===== config.mk =====
export PLATFORM = sky130hd
export DESIGN_NAME = nibble_mul_seq
export DESIGN_NICKNAME = d
export VERILOG_FILES = /design/src/rtl/nibble_mul_seq_pkg.sv /design/src/rtl/vedic_4bit.sv /design/src/rtl/nibble_mul_seq.sv
export SDC_FILE = /design/constraint.sdc
export NUM_CORES = 1
export LEC_CHECK = 0
export ABC_AREA = 0
export CAP_MARGIN = 20
export CORE_MARGIN = 8
export CORE_UTILIZATION = 55
export CTS_BUF_LIST = sky130_fd_sc_hd__clkbuf_8
export CTS_CLUSTER_SIZE = 14
export DETAILED_ROUTE_END_ITERATION = 12
export PLACE_DENSITY = 0.8
export REMOVE_ABC_BUFFERS = 1
export SLEW_MARGIN = 20
export SYNTH_ARGS = -nofsm -noshare
export SYNTH_HDL_FRONTEND = slang
export SYNTH_SLANG_ARGS = --single-unit
export TNS_END_PERCENT = 20

===== constraint.sdc =====
create_clock -name clk -period 6.15 [get_ports clk]
set_clock_uncertainty 0.15 [all_clocks]
set_input_delay 0.9225 -clock clk [delete_from_list [all_inputs] [get_ports clk]]
set_output_delay 0.9225 -clock clk [all_outputs]
set_load 0.1 [all_outputs]

===== src/rtl/nibble_mul_seq_pkg.sv =====
// Shared types for the sequential nibble multiplier: FSM encoding, nibble width,
// default sizing and the 2x2 vedic cell used inside vedic_4bit.
package nibble_mul_seq_pkg;

  localparam int NIB           = 4;
  localparam int W_DEF         = 8;
  localparam int ACC_GUARD_DEF = 8;

  typedef enum logic [1:0] {
    IDLE = 2'd0,
    CALC = 2'd1,
    DONE = 2'd2
  } state_t;

  typedef struct packed {
    logic [NIB-1:0] a;
    logic [NIB-1:0] b;
  } nib_pair_t;

  // Urdhva-tiryagbhyam 2x2 cell: vertical and crosswise products with half adders.
  function automatic logic [3:0] vedic2(input logic [1:0] x, input logic [1:0] y);
    logic t1, t2, c, h;
    t1 = x[1] & y[0];
    t2 = x[0] & y[1];
    c  = t1 & t2;
    h  = x[1] & y[1];
    return {h & c, h ^ c, t1 ^ t2, x[0] & y[0]};
  endfunction

endpackage


===== src/rtl/vedic_4bit.sv =====
// Combinational 4x4 unsigned vedic multiplier built from four 2x2 cells.
module vedic_4bit
  import nibble_mul_seq_pkg::*;
(
  input  logic [3:0] a,
  input  logic [3:0] b,
  output logic [7:0] p
);

  logic [3:0] q0, q1, q2, q3;
  logic [5:0] mid;

  assign q0 = vedic2(a[1:0], b[1:0]);
  assign q1 = vedic2(a[3:2], b[1:0]);
  assign q2 = vedic2(a[1:0], b[3:2]);
  assign q3 = vedic2(a[3:2], b[3:2]);

  // Cross terms plus the carry-out half of q0; max 9+9+3 fits in 6 bits.
  assign mid = {2'b00, q1} + {2'b00, q2} + {4'b0000, q0[3:2]};
  assign p   = {({q3, 2'b00} + mid), q0[1:0]};

endmodule


===== src/rtl/nibble_mul_seq.sv =====
// Sequential WxW unsigned multiplier: one nibble pair per cycle through a single
// vedic_4bit. Optional running-sum mode via `define NIBBLE_MUL_ACCUMULATE_EN.
module nibble_mul_seq
  import nibble_mul_seq_pkg::*;
#(
  parameter int W         = W_DEF,
  parameter int ACC_GUARD = ACC_GUARD_DEF,
`ifdef NIBBLE_MUL_ACCUMULATE_EN
  localparam int PW       = 2*W + ACC_GUARD
`else
  localparam int PW       = 2*W
`endif
) (
  input  logic          clk,
  input  logic          rst_n,
  input  logic          in_valid,
  output logic          in_ready,
  input  logic [W-1:0]  a,
  input  logic [W-1:0]  b,
  output logic          out_valid,
  input  logic          out_ready,
  output logic [PW-1:0] product,
`ifdef NIBBLE_MUL_ACCUMULATE_EN
  input  logic          acc_clr,
`endif
  output logic          busy
);

  localparam int N  = W / NIB;
  localparam int IW = (N > 1) ? $clog2(N) : 1;
  localparam logic [IW-1:0] LAST = IW'(N - 1);

  generate
    if ((W % NIB) != 0 || W < NIB || ACC_GUARD < 0) begin : g_bad_cfg
      initial begin
        $display("nibble_mul_seq: W=%0d must be a multiple of 4 and >= 4", W);
        $finish;
      end
    end
  endgenerate

  state_t        state;
  logic [W-1:0]  a_reg, b_reg;
  logic [IW-1:0] i, j;
  logic [PW-1:0] acc;

  logic [N-1:0][NIB-1:0] a_n, b_n;
  nib_pair_t             np;
  logic [7:0]            pp;
  logic [IW:0]           ij;
  logic [PW-1:0]         pp_sh, acc_next;

  assign a_n  = a_reg;
  assign b_n  = b_reg;
  assign np.a = a_n[i];
  assign np.b = b_n[j];

  vedic_4bit u_vedic (
    .a (np.a),
    .b (np.b),
    .p (pp)
  );

  // Partial product weight is 16^(i+j); the sum cannot exceed 2W bits.
  assign ij       = {1'b0, i} + {1'b0, j};
  assign pp_sh    = PW'(pp) << (NIB * int'(ij));
  assign acc_next = acc + pp_sh;

  always_ff @(posedge clk or negedge rst_n) begin
    if (!rst_n) begin
      state     <= IDLE;
      in_ready  <= 1'b1;
      out_valid <= 1'b0;
      busy      <= 1'b0;
      product   <= '0;
      a_reg     <= '0;
      b_reg     <= '0;
      i         <= '0;
      j         <= '0;
      acc       <= '0;
    end else begin
      case (state)
        IDLE: begin
          if (in_valid) begin
            a_reg    <= a;
            b_reg    <= b;
            i        <= '0;
            j        <= '0;
            state    <= CALC;
            in_ready <= 1'b0;
            busy     <= 1'b1;
`ifndef NIBBLE_MUL_ACCUMULATE_EN
            acc      <= '0;
`endif
          end
`ifdef NIBBLE_MUL_ACCUMULATE_EN
          // Clear applies with or without a new accept, so clr+valid yields the new product alone.
          if (acc_clr) acc <= '0;
`endif
        end
        CALC: begin
          acc <= acc_next;
          if (j == LAST) begin
            j <= '0;
            if (i == LAST) begin
              i         <= '0;
              state     <= DONE;
              out_valid <= 1'b1;
              product   <= acc_next;
            end else begin
              i <= i + 1'b1;
            end
          end else begin
            j <= j + 1'b1;
          end
        end
        DONE: begin
          if (out_ready) begin
            state     <= IDLE;
            out_valid <= 1'b0;
            busy      <= 1'b0;
            in_ready  <= 1'b1;
          end
        end
        default: begin
          state     <= IDLE;
          out_valid <= 1'b0;
          busy      <= 1'b0;
          in_ready  <= 1'b1;
        end
      endcase
    end
  end

endmodule


* After elaboration in Yosys (flattened, before gate mapping) *
Index checks and enable logic that the tools add are counted.

word-level totals
  bits of input ports = 20
  bits in registers = 55

cells by class
  add/sub/neg operators = 7
  multiplexer cells = 25
  bitwise operators = 34
  eq/ne operators = 6
  reduce and logical (&&, ||, !) cells = 9
  order comparisons = 2
  shifts and indexed selects = 1

operators with widths
  cell                   count
  $pmux W16 S2           1
  $and A1 B1 Y1          24
  $add A16 B16 Y16       1
  $mux W16               1
  $mux W4                4
  $shl A8 B4 Y16         1
  $mux W1                9
  $pmux W1 S3            3
  $reduce_and A3 Y1      3
  $mux W2                4
  $ne A2 B2 Y1 const B   4
  $reduce_and A4 Y1      2
  $xor A1 B1 Y1          8
  $add A6 B2 Y6          1
  $add A6 B6 Y6          1
  $pmux W2 S3            1
  $add A4 B4 Y5          1
  $lt A1 B2 Y1 const B   2
  $pmux W1 S2            2
  $reduce_and A2 Y1      2
  $add A1 B1 Y1 const B  2
  $add A1 B1 Y2          1
  $eq A2 B1 Y1 const B   1
  $eq A2 B2 Y1 const B   1
  3 further kinds        4

* Logic depth before layout (Yosys ltp) *
  word-level depth = 11
  gate-level depth with buffers = 21

* By module *
From an unflattened synthesis, not the netlist that was laid out.

second synthesis, totals
  cells, all modules = 359
  area, all modules = 3,509.6 um^2

modules (own cells, without submodules)
  module          area each (um^2)  sequential area each (um^2)  cells each  instances
  nibble_mul_seq  3,036.7           1,377.6                      301         1
  vedic_4bit      473.0             0.0                          58          1

* Worst setup path after synthesis *
OpenSTA, ideal clock, no wires.

  path kind = reg2reg
  start point = register j
  end point = register acc[15]
  data arrival time = 4,951 ps
  required time = 5,931 ps
  cell stages (with the launch flop) = 22
  slack = 980 ps
  buffers on the path = 1
  path through = dfrtp_1 -> clkbuf_1 -> mux2i_1 -> nor2_1 -> ha_1 -> ha_1 -> ha_1 -> a21o_1 -> a21o_1 -> ha_1 -> nand3_1 -> o211ai_1 -> or3_1 -> a32o_1 -> ha_1 -> nand3_2 -> inv_2 -> a221o_1 -> a21oi_1 -> a21oi_1 -> or4_1 -> nand3_1

on the way
  cells in the longest elaborated chain, start to end = 11
  elaborated cells between the ends (all ways) = 41

ends and longest elaborated chain
  item                                                   line                                                text
  start: declaration                                     nibble_mul_seq.sv:44                                logic [IW-1:0] i, j;
  start signal: assignment                               nibble_mul_seq.sv:114                               j <= j + 1'b1;
  $mux W4 (implied by the code) (2 in a row)             nibble_mul_seq.sv:56                                assign np.b = b_n[j];
  $and A1 B1 Y1, on equally long branches                nibble_mul_seq_pkg.sv:23, nibble_mul_seq_pkg.sv:24
  $and A1 B1 Y1                                          nibble_mul_seq_pkg.sv:25                            c = t1 & t2;
  $xor A1 B1 Y1 / $and A1 B1 Y1 (equally long branches)  nibble_mul_seq_pkg.sv:27                            return {h & c, h ^ c, t1 ^ t2, x[0] & y[0]};
  $add A4 B4 Y5                                          vedic_4bit.sv:19                                    assign mid = {2'b00, q1} + {2'b00, q2} + {4'b0000, q0[3:2]};
  $add A6 B2 Y6                                          vedic_4bit.sv:19
  $add A6 B6 Y6                                          vedic_4bit.sv:20                                    assign p = {({q3, 2'b00} + mid), q0[1:0]};
  $shl A8 B4 Y16 *                                       nibble_mul_seq.sv:66                                assign pp_sh = PW'(pp) << (NIB * int'(ij));
  $add A16 B16 Y16 *                                     nibble_mul_seq.sv:67                                assign acc_next = acc + pp_sh;
  $pmux W16 S2 *                                         nibble_mul_seq.sv:82                                case (state)
  end signal: assignment                                 nibble_mul_seq.sv:102                               acc <= acc_next;
  end: declaration                                       nibble_mul_seq.sv:45                                logic [PW-1:0] acc;

Mark *: on every way between the ends. The rest lies on a longest branch, timed or not. The select of a mux whose other input is x is not followed.
A chain may end at the register's enable or synchronous reset.

* Worst setup path in the final report *
Ends and elaborated chain as after synthesis.

==> impl_results.md <==
- Outcome: finished, final reports clean
- EDFF count, synth: 0
- Slowest stage delay, CP: 0.61 ns
- Dpl hpwl: 5900 um
- Register bit total from synthesis: 55
- Mapped Area: 3600 um^2
- Slowest CP cell: dfrtp_1
- Most frequent cells after synthesis: dfrtp_1 (54), nand2_1 (44), ha_1 (33), nor2_1 (32), a21oi_1 (18)
- Reg-to-Reg Start: j
- Area fraction of the dominant cell type after synthesis: 37.6%
- Top cells by area, synth: dfrtp_1 (38%), ha_1 (11%), nand2_1 (4.6%), a21o_1 (3.3%), nor2_1 (3.3%)
- CTS tree: built
- Die width: 96.9 um
- RSZ-0062 raised after global routing: false
- Hold path startpoint: product[10]
- Hold_ws: 0.337 ns
- CTS clock-pin slew for the worst setup and hold paths: 0.10 ns
- H-Tree Depth: 2
- Nets: 466
- Antenna diode count: 0
- Vias: 2870
- Count leader, synth: dfrtp_1
- CP max FO: 11
- Syn. warnings: 0
- Tightest Pin Transition: 0.992 ns
- Post-synthesis cell count: 379
- Total Routing Usage GR: 17.2%
- TritonCTS buffer count: 5
- Syn_area_per_cell: 9.49 um^2
- Critical path's most frequent cell: ha_1
- Final setup violation count: 0
- Total grt overflow: 0
- Count of cell types in the netlist: 51
- Worst Hold Depth: 2
- Slew Viols, Final: 0
- Most common flop cell mapped by yosys: dfrtp_1
- Setup TNS: 0 ns
- Std cell rows: 29
- RD Place Congestion: 0.865
- Crit Path Class: register to register
- Total core area: 6350 um^2
- Largest net degree at the start of global routing: 56
- Initial antenna violation count: 0
- Crit path launch type: register
- Final critical-path required period: 5.57 ns
- Final Hold Vio Count: 0
- Post CTS Setup Buffer Count: 0
- Layout area overhead: 14.4%
- Hold buffers post-CTS: 0
- First-pass GRT wire length: 13800 um
- Critical Path End Type: register
- Highest Clock Rate: 180 MHz
- Slew Limit Headroom: 33.7%
- Root buf cell: clkbuf_8
- CP startpoint: j
- IO buf count: 38
- Worst-Skew Late Latency: 0.31 ns
- 1st-pass router iterations: 4
- Wire length per cell: 15.6 um
- Die ar.: 9380 um^2
- Fraction of layout cells with a size suffix above 1: 7.06%
- Post-CTS sizing: 0
- Required time of the critical path: 6.25 ns
- ANT nets after route: 0
- Via density per instance: 5.88
- Vias in the first global route: 3043
- CTS max path bufs: 2
- Max-cap violation count: 0
- Detailed Route WL: 7630 um
- Final period utilization: 90.6%
- # DRC: 0
- Yosys top cell by area: dfrtp_1
- Initial DRC count: 131
- Crit-path cells: mux2i_1, nor2_1, ha_1, ha_1, ha_1, a21o_1, a21o_1, ha_1, nand3_1, o211ai_1, or3_1, a32o_1, ha_1, nand3_2, inv_2, a221o_1, a21oi_1, a21oi_1, or4_1, nand3_1
- Async set-reset flop share out of synthesis: 100%
- CTS Sinks: 55
- Starting Density: 56.7%
- HP Class: register to register
- Io pins: 39
- R2R cell count: 20
- Post-synthesis sequential area ratio: 38.3%
- Crit path DAT: 5.67 ns
- Die Y: 96.9 um
-- path summary, 6_finish.rpt --
| check | to | slack, ns |
|---|---|---|
| max | acc[15] | 0.58 |
| min | product[10] | 0.34 |
| max reg2reg | acc[15] | 0.58 |
| min reg2reg | product[10] | 0.34 |
| max in group asynchronous | acc[12] | 4.82 |
| min in group asynchronous | product[5] | 0.56 |
-- layer usage --
metal	wire [um]	GRT usage, %	vias to the layer above
li1	-	-	1418
met1	3340	20.1	1371
met2	3740	29.2	62
met3	349	4.13	19
met4	206	7.22	0
met5	0	0	-
-- registers in the layout (all words and copies together) (netlist names) --
name / cells
out_valid: 1
state: 2
i: 1
b_n: 8
product: 16
in_ready: 1
a_n: 8
acc: 16
busy: 1
j: 1
-- kinds of logic after synthesis --
logic type	count (synthesis)	synth area share, %
xor gates and xnor gates	17	4.14
muxes	26	7.79
buffers and inverters	25	2.68
adders and majority gates	36	13.1
AOI/OAI and AO/OA	98	18.1
and+or+nand+nor	122	15.9
DFF	55	38.3
-- critical path, delay by kind of cell, from the launching register on --
family,cells,cell delay (ns)
AOI/OAI and AO/OA,7,1.44
adders and majority gates,5,1.53
buffers and inverters,1,0.05
DFF,1,0.61
muxes,1,0.47
and+or+nand+nor,6,1.28
-- metrics by stage --
stage               worst slack (ns)  utilization (%)  area (um^2)  std cells
floorplan                       1.12                -         3530        363
global placement               0.886             63.4         4020        480
detailed placement             0.704             63.4         4020        480
CTS                            0.650             64.8         4110        488
global route                   0.264             64.8         4120        488
finish                         0.580             64.8         4120        488
-- final cells by class --
class	count	area [um^2]
fillers	527	2230
multi-input cells	299	2130
flip-flops and latches	55	1380
repair buffers	40	390
well taps	77	96.3
clock buffers	5	68.8
inverters	9	33.8
clock inverters	3	20.0
-- layout by cell type, fill, tap and decap left out, types with 3 or more instances in the layout --
master / netlist / routed
a211oi_1: 3 / 3
a21o_1: 16 / 16
a21oi_1: 18 / 18
a22o_1: 3 / 3
a32o_1: 3 / 3
and2_1: 6 / 6
clkbuf_8: 0 / 5
clkdlybuf4s50_1: 0 / 37
dfrtp_1: 54 / 54
fa_1: 3 / 3
ha_1: 33 / 33
inv_1: 8 / 8
mux2_1: 6 / 6
mux2_2: 10 / 10
mux2i_1: 10 / 10
nand2_1: 44 / 44
nand2b_1: 5 / 4
nand3_1: 9 / 9
nor2_1: 32 / 31
nor2b_1: 9 / 9
nor3_1: 3 / 3
o211ai_1: 6 / 6
o21ai_0: 11 / 11
o21ai_1: 11 / 11
o22ai_1: 12 / 12
or4_1: 3 / 3
xnor2_1: 7 / 7
xor2_1: 10 / 10
Power is not shown: default switching activity piles up to over one toggle a cycle in this logic, so the estimate is an artifact.
